===== src/rtl/sr_pulse_gen.sv =====
// sr_pulse_gen
// ------------
// Front end for an SR latch. Each raw push-button input (set, reset) goes
// through a 2-flop synchroniser and a debounce counter. Every 0->1 change of
// a debounced level raises that channel's pending request. A small FSM turns
// each pending request into a clean PULSE_LEN-cycle S or R pulse. S and R are
// never high in the same cycle.
//
// Parameters:
//   DEBOUNCE_CYCLES  consecutive clocks the synchronised input must differ
//                    from the stable level before the level flips (2..65535)
//   PULSE_LEN        width of each S / R pulse in clocks (1..255)
//
// Ports:
//   clk          clock; all state changes on the rising edge
//   rst_n        asynchronous active-low reset
//   btn_set      raw asynchronous set button
//   btn_reset    raw asynchronous reset button
//   S            set pulse to the latch
//   R            reset pulse to the latch
//   set_level    debounced level of btn_set
//   reset_level  debounced level of btn_reset
//   conflict     one-cycle flag: simultaneous set/reset requests arbitrated
//
// Build option:
//   SR_PULSE_RESET_PRIORITY_EN  when defined, a simultaneous request issues an
//                               R pulse (reset wins). When undefined, both
//                               requests are dropped and only conflict pulses.

module sr_pulse_gen #(
    parameter int DEBOUNCE_CYCLES = 4,
    parameter int PULSE_LEN       = 2
) (
    input  logic clk,
    input  logic rst_n,
    input  logic btn_set,
    input  logic btn_reset,
    output logic S,
    output logic R,
    output logic set_level,
    output logic reset_level,
    output logic conflict
);

    localparam int NCH = 2;  // channel 0 = set, channel 1 = reset
    localparam int DW  = $clog2(DEBOUNCE_CYCLES);
    localparam logic [DW-1:0] DB_MAX = DW'(DEBOUNCE_CYCLES - 1);
    // Keep the pulse counter at least one bit wide so PULSE_LEN=1 works.
    localparam int PW  = (PULSE_LEN > 1) ? $clog2(PULSE_LEN) : 1;
    localparam logic [PW-1:0] PLS_MAX = PW'(PULSE_LEN - 1);

    typedef enum logic [1:0] {
        IDLE  = 2'd0,
        SET_P = 2'd1,
        RST_P = 2'd2
    } state_e;

    logic [NCH-1:0] btn;
    logic [NCH-1:0] level;
    logic [NCH-1:0] rise;

    assign btn = {btn_reset, btn_set};

    // ------------------------------------------------------------------
    // Per-channel synchroniser + debouncer
    // ------------------------------------------------------------------
    for (genvar ch = 0; ch < NCH; ch++) begin : g_ch
        logic [1:0]    sync_q;
        logic          stable_q, stable_d;
        logic [DW-1:0] cnt_q, cnt_d;

        // Any sample that agrees with the stable level clears the count, so
        // a bounce restarts the qualification window.
        always_comb begin
            stable_d = stable_q;
            cnt_d    = '0;
            if (sync_q[1] != stable_q) begin
                if (cnt_q == DB_MAX) begin
                    stable_d = sync_q[1];
                end else begin
                    cnt_d = cnt_q + 1'b1;
                end
            end
        end

        always_ff @(posedge clk or negedge rst_n) begin
            if (!rst_n) begin
                sync_q   <= '0;
                stable_q <= 1'b0;
                cnt_q    <= '0;
            end else begin
                sync_q   <= {sync_q[0], btn[ch]};
                stable_q <= stable_d;
                cnt_q    <= cnt_d;
            end
        end

        assign level[ch] = stable_q;
        // Look-ahead so the pending flag sets on the same edge as the level.
        assign rise[ch]  = stable_d & ~stable_q;
    end

    // ------------------------------------------------------------------
    // Request flags and pulse FSM
    // ------------------------------------------------------------------
    state_e        state_q, state_d;
    logic [PW-1:0] pcnt_q, pcnt_d;
    logic          set_pend_q, set_pend_d;
    logic          rst_pend_q, rst_pend_d;
    logic          conflict_q, conflict_d;

    always_comb begin
        state_d    = state_q;
        pcnt_d     = '0;
        // New presses latch in any state; a press while already pending is
        // simply absorbed by the OR.
        set_pend_d = set_pend_q | rise[0];
        rst_pend_d = rst_pend_q | rise[1];
        conflict_d = 1'b0;

        unique case (state_q)
            IDLE: begin
                if (set_pend_q && rst_pend_q) begin
                    conflict_d = 1'b1;
                    set_pend_d = rise[0];
                    rst_pend_d = rise[1];
`ifdef SR_PULSE_RESET_PRIORITY_EN
                    state_d    = RST_P;
`else
                    state_d    = IDLE;
`endif
                end else if (set_pend_q) begin
                    set_pend_d = rise[0];
                    state_d    = SET_P;
                end else if (rst_pend_q) begin
                    rst_pend_d = rise[1];
                    state_d    = RST_P;
                end
            end
            SET_P, RST_P: begin
                // Always fall back to IDLE, which guarantees one idle cycle
                // between consecutive pulses.
                if (pcnt_q == PLS_MAX) begin
                    state_d = IDLE;
                end else begin
                    pcnt_d = pcnt_q + 1'b1;
                end
            end
            default: state_d = IDLE;
        endcase
    end

    always_ff @(posedge clk or negedge rst_n) begin
        if (!rst_n) begin
            state_q    <= IDLE;
            pcnt_q     <= '0;
            set_pend_q <= 1'b0;
            rst_pend_q <= 1'b0;
            conflict_q <= 1'b0;
        end else begin
            state_q    <= state_d;
            pcnt_q     <= pcnt_d;
            set_pend_q <= set_pend_d;
            rst_pend_q <= rst_pend_d;
            conflict_q <= conflict_d;
        end
    end

    // Decoded straight from the state register: glitch-free, mutually
    // exclusive by construction, and dropped immediately by async reset.
    assign S           = (state_q == SET_P);
    assign R           = (state_q == RST_P);
    assign conflict    = conflict_q;
    assign set_level   = level[0];
    assign reset_level = level[1];

endmodule


===== config.mk =====
export PLATFORM = sky130hd
export DESIGN_NAME = sr_pulse_gen
export DESIGN_NICKNAME = d
export VERILOG_FILES = /design/src/rtl/sr_pulse_gen.sv
export SDC_FILE = /design/constraint.sdc
export NUM_CORES = 1
export LEC_CHECK = 0
export ABC_AREA = 1
export ABC_CLOCK_PERIOD_IN_PS = 2900
export BUFFER_PORTS_ARGS = -buffer_cell sky130_fd_sc_hd__buf_2
export CAP_MARGIN = 5
export CORE_AREA = 2 2 39 41
export DETAILED_ROUTE_END_ITERATION = 6
export DIE_AREA = 0 0 41 43
export GPL_TIMING_DRIVEN = 1
export PLACE_DENSITY = 0.74
export SLEW_MARGIN = 20
export SYNTH_ARGS = -nofsm -noshare
export SYNTH_HDL_FRONTEND = slang
export SYNTH_SLANG_ARGS = --single-unit

===== constraint.sdc =====
create_clock -name clk -period 2.9 [get_ports clk]
set_input_delay 0.145 -clock clk [delete_from_list [all_inputs] [get_ports clk]]
set_output_delay 0.145 -clock clk [all_outputs]
set_load 0.02 [all_outputs]

==> results.py, run 1 <==
metrics = {
    "finish": {
        "n_fill_cell": 119,
        "antenna_cells": 0,
        "drive_gt1_share_pct": 19.2,
        "fin_util_pct": 54.9,
        "multi_input_area_um2": 184,
        "regArea_um2": 400,
        "area_growth_pct": 20.0,
        "nets": 83,
    },
    "global_routing": {
        "first_global_vias": 370,
        "grt_pass1_wl_mm": 1.48,
        "overflow": 0,
        "antenna_found_initial": 0,
        "grtUsageTotal_pct": 12.8,
        "grt_max_degree": 17,
    },
    "clock_network": {
        "ctsRootBufferMaster": "clkbuf_4",
        "cts_tree": "done",
        "htree_levels": 1,
        "cts_buffer_depth": 2,
        "clk_pin_slew_worst_paths_ps": 90,
        "post_cts_resized": 0,
        "clock_latency_ps": 290,
        "clock-sinks": 16,
        "cts_buffers": 3,
    },
    "setup_path": {
        "cp_cell_sequence": "inv_1 -> ha_1 -> buf_2",
        "endpoint_kind": "output port",
        "critPathKind": "flop to output port",
        "slowest_stage": "dfrtp_1",
        "cpPeakStageDelay_ps": 400,
        "path_buf_inv": 2,
        "cp-startpoint": "state_q[1]",
        "critical_path.top_delay_family": "flip-flops",
        "r2r_start": "state_q[1]",
        "crit_required_ps": 2760,
        "cp.arrival_ps": 1080,
        "startpoint_type": "flop",
        "critPathMaxFanout": 3,
    },
    "sta": {
        "max-slew-margin-rel_pct": 77.4,
        "worstMarginPinSlew_ps": 339,
        "slew_viol_final": 0,
        "finalHoldViolations": 0,
        "finalSetupViolCount": 0,
        "max_freq_mhz": 818,
        "period_needed_ps": 1220,
        "finClkSkew_ps": 2.91,
        "rsz0062_at_grt": "false",
        "period_share_pct": 42.2,
        "tns_ps": 0,
    },
    "routing": {
        "drcViolationCount": 0,
        "viasPerCell": 4.49,
        "drtAntennaViolNets": 0,
        "firstDrtPassIters": 4,
        "wl_per_cell_um": 9.71,
        "drt_iter0_markers": 4,
        "num_vias": 400,
        "routed_wirelength_um": 864,
    },
    "yosys": {
        "synth-seq-area-share_pct": 63.2,
        "syn_area_um2": 633,
        "yosysUniqueCellTypes": 12,
        "ys_warn_count": 0,
        "syn_avg_cell_area_um2": 10.9,
        "ys_ff_latch": 16,
        "synth_cells": 58,
        "synth_fp_nets": 67,
    },
    "placement": {
        "port_buffers": 8,
        "gp_congestion": 0.690,
        "dp_hpwl_um": 642,
    },
    "floorplanning": {
        "dieArea_mm2": 0.00176,
        "num_io_pins": 9,
        "core_mm2": 0.00138,
        "rows": 14,
        "die_h_um": 43,
        "initial_core_util_pct": 45.8,
        "die_w_um": 41,
    },
    "run": {
        "drv_cap": 0,
    },
    "outcome": {
        "status": "finished clean",
    },
    "min_path": {
        "hold_class": "input port to asynchronous set/reset pin",
    },
    "power": {
        "ir_worst_vdd_v": 0.000453,
        "power_density_mw_per_mm2": 969,
        "p_leak_nw": 0.418,
    },
}
==> cell usage after synthesis, drive strengths merged <==
cell type  number  share of area [%]
o22ai           2                2.0
nor3            1               0.79
nor2            4                2.4
nand2          10                6.3
ha              5                9.9
xnor2           2                2.8
o21ai           3                3.0
dfrtp          16                 63
inv            13                7.7
or2             2                2.0
==> worst paths after layout <==
path                            slack, ps                end  cells after the start
worst max-delay path                 1680                  S                      3
worst min-delay path                  280         state_q[1]                      2
worst max register to register       1780         state_q[1]                      7
worst min register to register        360  g_ch[0].sync_q[1]                      0
max in group asynchronous            2370   g_ch[1].cnt_q[0]                      2
min in group clk                      360  g_ch[0].sync_q[1]                      0
==> metrics by stage <==
stage	worst slack [ps]	std cells	instance area (um2)	power (W)	hold WS (ps)
after CTS	1660	89	759	0.000747	293
after global placement	1800	82	693	0.000583	67.0
after detailed placement	1790	82	693	0.000596	73.6
final	1680	89	759	0.000736	282
after global routing	1620	89	759	0.000796	342
after floorplan	1870	58	633	0.000532	-151
==> layer usage <==
layer | GRT usage, % | share of wire (%) | vias to the layer above
met4 | 10.0 | 2.7 | 0
met2 | 17.8 | 48 | 9
li1 | - | - | 204
met1 | 15.3 | 44 | 183
met5 | 0 | 0 | -
met3 | 4.71 | 4.6 | 4
==> logic make-up (layout without fill, tap and decap cells) <==
logic type / after synthesis / after routing / synth area share (%)
flops: 16 / 16 / 63.2
simple gates: 17 / 17 / 11.5
fa+ha+maj: 5 / 5 / 9.88
buf+inv: 13 / 28 / 7.71
xor+xnor: 2 / 2 / 2.77
compound gates: 5 / 5 / 4.94
==> state kept, by name, summed over array words and instances (netlist names) <==
register     count
g_ch.sync_q      4
set_level        1
pcnt_q           1
set_pend_q       1
state_q          2
reset_level      1
conflict         1
rst_pend_q       1
g_ch.cnt_q       4
==> repair_timing <==
item,4_1_cts,5_1_grt
buffers inserted,0,0
endpoints found under the hold margin,18,0
hold buffers,3,0
==> worst reg2reg max path: stages, from the launching register on <==
cell and delay, ps:
dfrtp_1 360, inv_1 80, ha_1 300, nand2_2 80, nand2_1 80, nand2_1 50
nand2_1 50, inv_1 30
==> layout make-up <==
type	count	area share, %
flip-flops and latches	16	52.7
multi-input cells	29	24.2
repair buffers	11	9.23
inverters	13	6.43
clock buffers	4	4.78
well taps	16	2.64
==> where the power goes <==
part / switching, W / internal (W) / total (W)
clock network: 0.0000698 / 0.0000765 / 0.000146
logic: 0.000163 / 0.000107 / 0.000270
registers: 0.0000352 / 0.000285 / 0.000320
==> cells in the final DEF, fill, tap and decap left out, drive strengths merged <==
cell type / instances
nor2: 4
dlygate4sd3: 3
ha: 5
o21ai: 3
or2: 2
nand2: 10
dfrtp: 16
xnor2: 2
buf: 8
inv: 13
clkbuf: 4
o22ai: 2
nor3: 1
No activity file was read; power rests on OpenSTA's default activity.
==> run 2, diff against run 1 <==
--- a/config.mk
+++ b/config.mk
@@ -6,7 +6,7 @@
 export NUM_CORES = 1
 export LEC_CHECK = 0
 export ABC_AREA = 1
-export ABC_CLOCK_PERIOD_IN_PS = 2900
+export ABC_CLOCK_PERIOD_IN_PS = 1200
 export BUFFER_PORTS_ARGS = -buffer_cell sky130_fd_sc_hd__buf_2
 export CAP_MARGIN = 5
 export CORE_AREA = 2 2 39 41
==> constraint.sdc (replaced) <==
create_clock -name clk -period 1.2 [get_ports clk]
set_input_delay 0.06 -clock clk [delete_from_list [all_inputs] [get_ports clk]]
set_output_delay 0.06 -clock clk [all_outputs]
set_load 0.02 [all_outputs]
==> results.py, run 2 (synthesis gave the netlist of run 1 again) <==
metrics = {
    "finish": {
        "mostFrequentLayoutCells": "16 x dfrtp_1, 11 x inv_1, 9 x nand2_1",
        "area_growth_pct": 20.8,
        "largestRegisters": "g_ch.cnt_q: 4 flops, g_ch.sync_q: 4 flops, state_q: 2 flops",
        "fin_util_pct": 55.2,
        "final_cells": 89,
        "finish.instance_area_um2": 764,
        "layout_commonest_cell": "dfrtp_1",
        "drive_gt1_share_pct": 21.9,
        "antenna_cells": 0,
        "nets": 83,
    },
    "global_routing": {
        "grt_max_degree": 17,
        "grt_pass1_wl_mm": 1.43,
        "antenna_found_initial": 0,
        "grtUsageTotal_pct": 12.9,
        "overflow": 0,
        "first_global_vias": 361,
    },
    "setup_path": {
        "path_buf_inv": 2,
        "cp_cell_sequence": "inv_2 -> ha_1 -> buf_4",
        "cp.arrival_ps": 1060,
        "crit_required_ps": 1140,
        "startpoint_type": "flop",
        "critical_path.top_delay_family": "flip-flops",
        "critPathMaxFanout": 3,
        "slowest_stage": "dfrtp_1",
        "critPathKind": "flop to output port",
        "endpoint_kind": "output port",
        "cpPeakStageDelay_ps": 370,
    },
    "clock_network": {
        "cts_buffers": 3,
        "clock-sinks": 16,
        "ctsRootBufferMaster": "clkbuf_4",
        "cts_tree": "done",
        "clock_latency_ps": 290,
        "post_cts_buffers": 0,
        "cts_buffer_depth": 2,
        "clk_pin_slew_worst_paths_ps": 90,
        "htree_levels": 1,
    },
    "floorplanning": {
        "num_io_pins": 9,
        "core_mm2": 0.00138,
        "initial_core_util_pct": 45.8,
        "rows": 14,
        "die_h_um": 43,
        "dieArea_mm2": 0.00176,
        "die_w_um": 41,
    },
    "placement": {
        "gp_congestion": 0.687,
        "dp_hpwl_um": 620,
        "place_area_um2": 693,
        "dp.cells": 82,
        "port_buffers": 8,
        "post-place-ws_ps": 79.4,
    },
    "routing": {
        "viasPerCell": 4.62,
        "wl_per_cell_um": 9.63,
        "routed_wirelength_um": 857,
        "firstDrtPassIters": 4,
        "num_vias": 411,
        "drcViolationCount": 0,
        "drtAntennaViolNets": 0,
        "drt_iter0_markers": 2,
    },
    "sta": {
        "rsz0062_at_grt": "false",
        "fin_ws_ps": 82.2,
        "period_needed_ps": 1120,
        "tns_ps": 0,
        "finalHoldViolations": 0,
        "period_share_pct": 93.2,
        "max_freq_mhz": 895,
        "worstMarginPinSlew_ps": 346,
        "finClkSkew_ps": 1.99,
        "slew_viol_final": 0,
        "finalSetupViolCount": 0,
        "max-slew-margin-rel_pct": 76.9,
    },
    "run": {
        "drv_cap": 0,
    },
    "power": {
        "p_leak_nw": 0.418,
        "power_density_mw_per_mm2": 2370,
        "ir_worst_vdd_v": 0.000978,
    },
    "min_path": {
        "hold_class": "input port to asynchronous set/reset pin",
    },
    "outcome": {
        "status": "finished clean",
    },
}
[run 2: routing by layer]
layer,track usage (%),vias to the layer above,routed length (um)
li1,-,205,-
met1,15.6,191,355
met2,16.9,10,421
met3,4.71,5,43
met4,12.0,0,37
met5,0,-,0
[run 2: through the flow]
step,hold WS (ps),total power [W]
after floorplan,-236,0.00128
after global placement,-17.3,0.00141
after detailed placement,-10.5,0.00144
after CTS,198,0.00182
after global routing,253,0.00197
final,195,0.00181
[run 2: power by group]
part / switching (W) / internal (W) / leakage [nW]
clock: 0.000173 / 0.000185 / 0.0210
sequential: 0.0000859 / 0.000689 / 0.204
combinational: 0.000401 / 0.000275 / 0.194
total: 0.000659 / 0.00115 / 0.418
[run 2: area by class of cell]
class                   instances  area (um2)
inverters                      13        48.8
multi-input cells              29         184
clock buffers                   4        36.3
fillers                       128         619
repair buffers                 11        75.1
flip-flops and latches         16         400
well taps                      16        20.0
[run 2: worst paths after layout]
check | start | cells after the start | end | slack (ps)
worst max-delay path | state_q[0] | 3 | R | 80
min in group clk | g_ch[0].sync_q[0] | 0 | g_ch[0].sync_q[1] | 360
max in group asynchronous | rst_n | 2 | g_ch[0].sync_q[0] | 750
worst min-delay path | rst_n | 2 | state_q[1] | 200
worst min register to register | g_ch[0].sync_q[0] | 0 | g_ch[0].sync_q[1] | 360
worst max register to register | state_q[1] | 7 | state_q[1] | 90
[run 2: what timing repair did]
item	CTS	global route
resized for setup	0	4
hold buffers	3	0
endpoints found under the hold margin	18	0
endpoints found under the setup margin	0	3
